--- config.mk ---
export PLATFORM = sky130hd
export DESIGN_NAME = axis_rr_arbiter_flat
export DESIGN_NICKNAME = d
export VERILOG_FILES = /design/src/rtl/axis_arb_pkg.sv /design/src/rtl/axis_if.sv /design/src/rtl/rr_pick.sv /design/src/rtl/axis_rr_arbiter.sv /design/src/flat_wrapper.sv
export SDC_FILE = /design/constraint.sdc
export NUM_CORES = 1
export LEC_CHECK = 0
export BUFFER_PORTS_ARGS = -buffer_cell sky130_fd_sc_hd__buf_2
export CORE_ASPECT_RATIO = 2
export CORE_MARGIN = 5
export CORE_UTILIZATION = 35
export DETAILED_ROUTE_END_ITERATION = 8
export PLACE_DENSITY = 0.77
export SYNTH_ARGS = -nofsm -noshare
export SYNTH_HDL_FRONTEND = slang
export SYNTH_HIERARCHICAL = 1
export SYNTH_SLANG_ARGS = --single-unit
--- constraint.sdc ---
create_clock -name aclk -period 1.7 [get_ports aclk]
set_input_delay 0 -clock aclk [delete_from_list [all_inputs] [get_ports aclk]]
set_output_delay 0 -clock aclk [all_outputs]
set_load 0.01 [all_outputs]
--- src/rtl/axis_arb_pkg.sv ---
// rtl/axis_arb_pkg.sv - shared FSM state type and counter width for the stream arbiter
package axis_arb_pkg;

  typedef enum logic {
    ST_IDLE  = 1'b0,
    ST_GRANT = 1'b1
  } arb_state_e;

  localparam int PKT_CNT_W = 16;

endpackage

--- src/rtl/axis_if.sv ---
// rtl/axis_if.sv - stream handshake bundle (tdata/tvalid/tready) with master and slave views
interface axis_if #(
  parameter int AXI_DATA_WIDTH = 32
);

  logic [AXI_DATA_WIDTH-1:0] tdata;
  logic                      tvalid;
  logic                      tready;

  modport m_axis (output tdata, output tvalid, input tready);
  modport s_axis (input tdata, input tvalid, output tready);

endinterface

--- src/rtl/rr_pick.sv ---
// rtl/rr_pick.sv - first set request bit at or after a rotating pointer, modulo NUM_SRC
module rr_pick #(
  parameter int NUM_SRC = 4,
  parameter int IDX_W   = $clog2(NUM_SRC)
) (
  input  logic [NUM_SRC-1:0] req_i,
  input  logic [IDX_W-1:0]   rr_ptr_i,
  output logic               found_o,
  output logic [IDX_W-1:0]   index_o
);

  // Walk offsets from the farthest down to zero so the request nearest rr_ptr is the last write.
  always_comb begin
    int               cand;
    logic [IDX_W-1:0] cand_idx;
    found_o  = 1'b0;
    index_o  = '0;
    cand     = 0;
    cand_idx = '0;
    for (int off = NUM_SRC - 1; off >= 0; off--) begin
      cand = int'(rr_ptr_i) + off;
      if (cand >= NUM_SRC) begin
        cand = cand - NUM_SRC;
      end
      cand_idx = IDX_W'(cand);
      if (req_i[cand_idx]) begin
        found_o = 1'b1;
        index_o = cand_idx;
      end
    end
  end

endmodule

--- src/rtl/axis_rr_arbiter.sv ---
// rtl/axis_rr_arbiter.sv - packet-granular round-robin merge of NUM_SRC streams onto one master stream
module axis_rr_arbiter
  import axis_arb_pkg::*;
#(
  parameter  int AXI_DATA_WIDTH = 32,
  parameter  int NUM_SRC        = 4,
  localparam int IDX_W          = $clog2(NUM_SRC)
) (
  input  logic                              aclk,
  input  logic                              areset,
  input  logic [NUM_SRC*AXI_DATA_WIDTH-1:0] s_tdata,
  input  logic [NUM_SRC-1:0]                s_tvalid,
  input  logic [NUM_SRC-1:0]                s_tlast,
  output logic [NUM_SRC-1:0]                s_tready,
  axis_if.m_axis                            m_axis,
  output logic                              m_tlast,
  output logic [IDX_W-1:0]                  grant_idx,
  output logic                              busy,
  output logic [PKT_CNT_W-1:0]              pkt_count
);

  arb_state_e                state_q, state_d;
  logic [IDX_W-1:0]          rr_ptr_q, rr_ptr_d;
  logic [IDX_W-1:0]          grant_idx_q, grant_idx_d;
  logic [PKT_CNT_W-1:0]      pkt_count_q, pkt_count_d;

  logic                      pick_found;
  logic [IDX_W-1:0]          pick_idx;
  logic [AXI_DATA_WIDTH-1:0] src_data [NUM_SRC];
  logic [AXI_DATA_WIDTH-1:0] mux_tdata;
  logic                      mux_tvalid;
  logic                      mux_tlast;

  rr_pick #(
    .NUM_SRC (NUM_SRC),
    .IDX_W   (IDX_W)
  ) u_rr_pick (
    .req_i    (s_tvalid),
    .rr_ptr_i (rr_ptr_q),
    .found_o  (pick_found),
    .index_o  (pick_idx)
  );

  // Unpack the flat source bus so the granted lane can be selected by index.
  always_comb begin
    for (int i = 0; i < NUM_SRC; i++) begin
      src_data[i] = s_tdata[i*AXI_DATA_WIDTH +: AXI_DATA_WIDTH];
    end
  end

  // Next-state and datapath mux; reset blanks the outputs at once so an abandoned packet leaks no beat.
  always_comb begin
    state_d     = state_q;
    rr_ptr_d    = rr_ptr_q;
    grant_idx_d = grant_idx_q;
    pkt_count_d = pkt_count_q;
    mux_tdata   = '0;
    mux_tvalid  = 1'b0;
    mux_tlast   = 1'b0;
    s_tready    = '0;
    case (state_q)
      ST_IDLE: begin
        if (pick_found) begin
          grant_idx_d = pick_idx;
          state_d     = ST_GRANT;
        end
      end
      ST_GRANT: begin
        if (!areset) begin
          mux_tdata             = src_data[grant_idx_q];
          mux_tvalid            = s_tvalid[grant_idx_q];
          mux_tlast             = s_tlast[grant_idx_q];
          s_tready[grant_idx_q] = m_axis.tready;
          if (mux_tvalid && m_axis.tready && mux_tlast) begin
            state_d     = ST_IDLE;
            pkt_count_d = pkt_count_q + 1'b1;
            if (grant_idx_q == IDX_W'(NUM_SRC - 1)) begin
              rr_ptr_d = '0;
            end else begin
              rr_ptr_d = grant_idx_q + 1'b1;
            end
          end
        end
      end
      default: state_d = ST_IDLE;
    endcase
  end

  // State, pointer, owner and packet counter registers.
  always_ff @(posedge aclk) begin
    if (areset) begin
      state_q     <= ST_IDLE;
      rr_ptr_q    <= '0;
      grant_idx_q <= '0;
      pkt_count_q <= '0;
    end else begin
      state_q     <= state_d;
      rr_ptr_q    <= rr_ptr_d;
      grant_idx_q <= grant_idx_d;
      pkt_count_q <= pkt_count_d;
    end
  end

  assign m_axis.tdata  = mux_tdata;
  assign m_axis.tvalid = mux_tvalid;
  assign m_tlast       = mux_tlast;
  assign grant_idx     = grant_idx_q;
  assign busy          = (state_q == ST_GRANT);
  assign pkt_count     = pkt_count_q;

endmodule
--- src/flat_wrapper.sv ---
// flat-port wrapper written by rule: the top's interface ports become plain ports
module axis_rr_arbiter_flat import axis_arb_pkg::*;
#(
  parameter  int AXI_DATA_WIDTH = 32,
  parameter  int NUM_SRC        = 4,
  localparam int IDX_W          = $clog2(NUM_SRC)
)
  (aclk, areset, s_tdata, s_tvalid, s_tlast, s_tready, m_tlast, grant_idx, busy, pkt_count, m_axis_tdata, m_axis_tvalid, m_axis_tready);
  axis_if #(.AXI_DATA_WIDTH(AXI_DATA_WIDTH)) m_axis_i ();
  input  logic aclk;
  input  logic areset;
  input  logic [NUM_SRC*AXI_DATA_WIDTH-1:0] s_tdata;
  input  logic [NUM_SRC-1:0] s_tvalid;
  input  logic [NUM_SRC-1:0] s_tlast;
  output logic [NUM_SRC-1:0] s_tready;
  output logic m_tlast;
  output logic [IDX_W-1:0] grant_idx;
  output logic busy;
  output logic [PKT_CNT_W-1:0] pkt_count;
  output wire logic [$bits(m_axis_i.tdata)-1:0] m_axis_tdata;
  output wire logic [$bits(m_axis_i.tvalid)-1:0] m_axis_tvalid;
  input wire logic [$bits(m_axis_i.tready)-1:0] m_axis_tready;
  assign m_axis_tdata = m_axis_i.tdata;
  assign m_axis_tvalid = m_axis_i.tvalid;
  assign m_axis_i.tready = m_axis_tready;
  axis_rr_arbiter #(.AXI_DATA_WIDTH(AXI_DATA_WIDTH), .NUM_SRC(NUM_SRC)) u_core (.aclk(aclk), .areset(areset), .s_tdata(s_tdata), .s_tvalid(s_tvalid), .s_tlast(s_tlast), .s_tready(s_tready), .m_axis(m_axis_i), .m_tlast(m_tlast), .grant_idx(grant_idx), .busy(busy), .pkt_count(pkt_count));
endmodule
### Word-level counts from Yosys, hierarchy flattened

Index checks and enable logic that the tools add are counted.

| word-level totals | value |
|---|---|
| bits in latches | 0 |
| flip-flop bits (word level) | 21 |
| memories | 0 |
| output and inout port bits | 57 |
| logic and storage cells | 74 |
| bits in writable memories | 0 |
| bits in read-only memories | 0 |
| bits of input ports | 139 |

| cells by class | value |
|---|---|
| reductions and logical operators | 5 |
| mux-type cells | 41 |
| $mul | 0 |
| divide/modulo/power cells | 0 |
| eq/ne operators | 1 |
| $add $sub $neg | 9 |
| bitwise operators | 3 |
| magnitude comparators | 11 |
| shift operators | 0 |

Operators with widths:

| cell | number |
|---|---|
| 2-to-1 mux 32 bit | 4 |
| binary-select mux 32 bit (select 2 bit) | 1 |
| 2-to-1 mux 2 bit | 9 |
| 2-to-1 mux 1 bit | 17 |
| adder 16 x 1 -> 16 bit, second input constant | 1 |
| less-than comparator 2 x 3 -> 1 bit, second input constant | 5 |
| binary-select mux 1 bit (select 2 bit) | 6 |
| greater-or-equal comparator 3 bit, second input constant | 4 |
| 2-to-1 mux 4 bit | 2 |
| subtractor 2 x 1 -> 2 bit, second input constant | 4 |
| adder 2 x 2 -> 3 bit, second input constant | 2 |
| bitwise AND 4 bit | 1 |
| AND reduction 2 bit | 2 |
| adder 2 x 1 -> 3 bit, second input constant | 1 |
| greater-or-equal comparator 2 x 3 -> 1 bit, second input constant | 1 |
| logical AND 1 bit | 3 |
| inverter 2 -> 3 bit | 1 |
| adder 2 x 1 -> 2 bit, second input constant | 1 |
| demux 1 bit (select 2 bit) | 1 |
| equality test 2 bit, second input constant | 1 |
| greater-or-equal comparator 2 x 1 -> 1 bit, second input constant | 1 |
| case mux 1 bit (2 select lines) | 1 |
| inverter 1 bit | 1 |

### Depth between registers and ports, before layout

| depth | value |
|---|---|
| depth in word-level cells | 11 |
| gate-level depth with buffers | 7 |
| depth with buffers taken out | 6 |

### Hierarchy

Netlist, hierarchy kept.

By module, submodules not included:

| module | sequential area each (um^2) | area an instance (um^2) | times used | cells each |
|---|---|---|---|---|
| axis_rr_arbiter | 420.4 | 2,222.1 | 1 | 223 |
| rr_pick | 0.0 | 77.6 | 1 | 13 |

### Least setup slack after synthesis

No wires, ideal clock.

| timing path | value |
|---|---|
| kind | flip-flop to flip-flop |
| from | register u_core.grant_idx_q[0], in the netlist u_core/grant_idx[0] |
| to | register u_core.pkt_count_q[10], in the netlist u_core/pkt_count[10] |
| required time | 1,579 ps |
| buffers on the path | 2 |
| stages on the path, launching flop included | 7 |
| data arrival time | 1,786 ps |
| library setup time | 121 ps |
| period minus slack after synthesis | 1,907 ps |
| path slack | -207 ps |
| cells stage by stage | dfxtp_1 buf_4 nand3_1 o22a_1 buf_2 nor4_1 mux2_2 |

| on the way | value |
|---|---|
| longest elaborated chain between the ends | 5 |
| elaborated cells on any way between the ends | 7 |
| those cells by class | mux: 4; reduce/logical: 3 |

Ends and longest elaborated chain:

| item | RTL line | source |
|---|---|---|
| from (decl) | axis_rr_arbiter.sv:24 | `logic [IDX_W-1:0] grant_idx_q, grant_idx_d;` |
| from (signal assigned) | axis_rr_arbiter.sv:99 | `grant_idx_q <= grant_idx_d;` |
| binary-select mux 1 bit (select 2 bit) | axis_rr_arbiter.sv:71 | `mux_tvalid = s_tvalid[grant_idx_q];` |
| 2-to-1 mux 1 bit (not written as such) | axis_rr_arbiter.sv:71 |  |
| logical AND 1 bit | axis_rr_arbiter.sv:74 | `if (mux_tvalid && m_axis.tready && mux_tlast) begin` |
| logical AND 1 bit * | axis_rr_arbiter.sv:74 |  |
| AND reduction 2 bit (no source line) * | -- |  |
| to (signal assigned) | axis_rr_arbiter.sv:100 | `pkt_count_q <= pkt_count_d;` |
| to (decl) | axis_rr_arbiter.sv:25 | `logic [PKT_CNT_W-1:0] pkt_count_q, pkt_count_d;` |

Every way passes the cells marked *; elsewhere a longest branch is shown, timed or not. The select of a mux whose other input is x is not followed.
A chain may end at the register's enable or synchronous reset.

### Worst setup path after layout

| timing path | value |
|---|---|
| from | register u_core.grant_idx_q[0], in the netlist u_core/grant_idx[0] |
| to | output m_axis_tdata[2] |

| on the way | value |
|---|---|
| longest elaborated chain between the ends | 6 |

Ends and longest elaborated chain:

| item | RTL line | source |
|---|---|---|
| inverter 2 -> 3 bit (not written as such) | axis_rr_arbiter.sv:70 | `mux_tdata = src_data[grant_idx_q];` |
| binary-select mux 32 bit (select 2 bit) | axis_rr_arbiter.sv:70 |  |
| 2-to-1 mux 32 bit (not written as such) (2 in series) | axis_rr_arbiter.sv:70 |  |
| 2-to-1 mux 32 bit | axis_rr_arbiter.sv:69 | `if (!areset) begin` |
| 2-to-1 mux 32 bit | axis_rr_arbiter.sv:61 | `case (state_q)` |
| to (decl) | flat_wrapper.sv:20 | `output wire logic [$bits(m_axis_i.tdata)-1:0] m_axis_tdata;` |

No other way between the ends. The select of a mux whose other input is x is not followed.

==> impl_metrics.json <==
{
  "pin_count": 196,
  "period_needed_ps": 1770,
  "clkSinkCount": 21,
  "synth_top_area_share_pct": 31.3,
  "drc": 0,
  "layout_common_cells": "buf_2 (180), buf_4 (32), mux4_2 (32)",
  "crit_fanout": 8,
  "start_util_pct": 36.2,
  "register_area_um2": 438,
  "synthDistinctLibCells": 38,
  "synth.net_count": 380,
  "tns_ps": -724,
  "rsz0062_at_grt": "true",
  "dp_hpwl_um": 8370,
  "yosysWarnings": 6,
  "cts_tree": "yes",
  "layout_commonest_cell": "buf_2",
  "syn-instance-count": 236,
  "cts_buffers": 3,
  "multi_input_area_um2": 1980,
  "finalSetupViolCount": 35,
  "ys_seq_area_share_pct": 18.3,
  "cp.buffers_inverters": 3,
  "drive_gt1_share_pct": 71.1,
  "vias": 3035,
  "die_area_um2": 8390,
  "synth_area_um2": 2300,
  "period_share_pct": 104,
  "portBuffers": 195,
  "gp_congestion": 0.910,
  "rows": 41,
  "vdd_ir_drop_max_mv": 0.534,
  "root_buffer": "clkbuf_16",
  "place_area_um2": 3600,
  "synth_area_leaders": "mux4_2 (31%), dfxtp_1 (18%), and2_1 (9.2%)",
  "grt_pass1_vias": 3083,
  "min-delay-path-class": "in -> reg",
  "drt_first_iter_violations": 144,
  "h-tree-depth": 1,
  "wl_met1_um": 3780,
  "syn_to_final_growth_pct": 81.2,
  "p_leak_nw": 1.93,
  "status": "complete, but fails checks",
  "critical_path.cell_chain": "buf_12 > clkbuf_16 > mux4_2 > and2_4 > buf_6",
  "slowest_delay_ps": 510,
  "routed-wl-met3_um": 1360,
  "arrival_ps": 1770,
  "grt_use_total_pct": 23.9,
  "setup_ws_ps": -73.2,
  "cp_data_required_time_ps": 1700,
  "violations": "negative setup slack",
  "finish.utilization_pct": 65.5,
  "vias_per_cell": 5.51,
  "die_w_um": 67.3,
  "detail_route.wl_per_cell_um": 20.7,
  "cp_top_family": "multiplexers",
  "grt_start_max_net_pins": 34,
  "gr-total-overflow": 0,
  "die_h_um": 125,
  "cts.clk_slew.worst_paths_ps": 60,
  "clockBufferDepth": 2,
  "clock_latency_ps": 250,
  "finClkSkew_ps": 2.36,
  "num-nets-final": 605,
  "top_layer_used": "met5",
  "antenna_found_initial": 7,
  "fillers": 513,
  "core_area_um2": 6360,
  "cp-start-kind": "flip-flop",
  "relSlewSlack_pct": 73.3,
  "worst_pin_slew_ps": 397,
  "hold_violations": 0,
  "worstSetupEndpointType": "primary output",
  "grt_pass1_wl_um": 15600,
  "timing.hold.ws_ps": 185,
  "firstDrtPassIters": 5,
  "met2_length_um": 5880,
  "worst-setup-path-type": "reg -> out",
  "cp_slowest_cell": "mux4_2",
  "synth_seq_cells": 21,
  "maxCapViolations": 0,
  "powerDensity_nw_per_um2": 431,
  "fmax_mhz": 564,
  "wl_um": 11400,
  "final_area_um2": 4170,
  "antenna_left": 0,
  "syn_area_per_cell_um2": 9.74,
  "yosysTopAreaCell": "mux4_2",
  "slew_violations": 0
}
-- Yosys cell counts (all sizes together) --
library cell	number
a31o	4
o22ai	1
o31ai	5
or3	1
mux2i	6
nor2b	5
nor2	17
o21ba	2
nand4	5
and3	6
o21ai	4
nand2b	2
inv	6
nor3	2
mux4	32
and2	34
nor3b	1
a21oi	12
or4	8
buf	8
and4	1
nor4	7
dfxtp	21
nand3	7
a311oi	4
mux2	4
clkbuf	11
ha	5
a211oi	2
nand3b	1
o31a	2
nand2	9
o22a	1
-- final timing paths --
kind	startpoint	end	slack, ps	cells past startpoint
setup / recovery	u_core/grant_idx[0]	m_axis_tdata[2]	-70	5
setup reg to reg	u_core/grant_idx[1]	u_core/pkt_count[7]	-40	4
hold / removal	s_tvalid[0]	u_core/grant_idx[0]	180	4
hold reg to reg	u_core/pkt_count[3]	u_core/pkt_count[3]	530	2
-- sequential cells by signal, summed over array words and instances, names as in the netlist --
signal            flops
u_core/pkt_count     16
u_core/grant_idx      2
u_core/rr_ptr_q       2
u_core/busy           1
-- logic make-up after synthesis --
logic type	count (synthesis)	share of synthesized area, %
and+or+nand+nor	106	26.4
muxes	42	36.1
AOI/OAI and AO/OA	37	11.3
buffers and inverters	25	5.17
DFF	21	18.3
adders and majority gates	5	2.72
-- repair_timing --
| item | 4_1_cts | 5_1_grt |
|---|---|---|
| endpoints found under the hold margin | 2 | 0 |
| hold buffers | 1 | 0 |
| cloned | 2 | 3 |
| pin swaps | 23 | 8 |
| resized for setup | 22 | 45 |
| setup buffers | 2 | 6 |
| setup endpoints to repair | 37 | 48 |
-- metal layers --
layer,vias up,track usage (%)
met5,-,0
met4,8,7.78
met3,38,10.4
met2,197,40.5
met1,1418,25.6
li1,1374,-
-- power by group --
part | internal, mW | leakage (nW) | switching (mW)
combinational | 0.454 | 1.72 | 0.330
sequential | 0.496 | 0.173 | 0.0134
clock | 0.320 | 0.0382 | 0.182
-- through the flow --
step / power [mW] / setup slack (ps) / instances
finish: 1.80 / -73.2 / 551
global route: 1.88 / -131 / 549
CTS: 1.68 / -55.2 / 537
detailed placement: 1.13 / -10.6 / 528
global placement: 1.12 / 27.6 / 528
floorplan: 0.846 / -5.24 / 236
-- worst register-to-register path, delay by kind of cell (launching register included) --
kind	cells	cell delay [ps]
mux	2	580
simple gates	1	530
compound gates	1	160
flops	1	400
-- layout make-up --
cell class,count,share of cell area [%]
clock buffers,4,1.89
flip-flops and latches,21,10.5
inverters,6,0.541
diodes,5,0.300
well taps,86,2.58
repair buffers,238,36.6
multi-input cells,191,47.5
(Power assumes the default switching activity.)
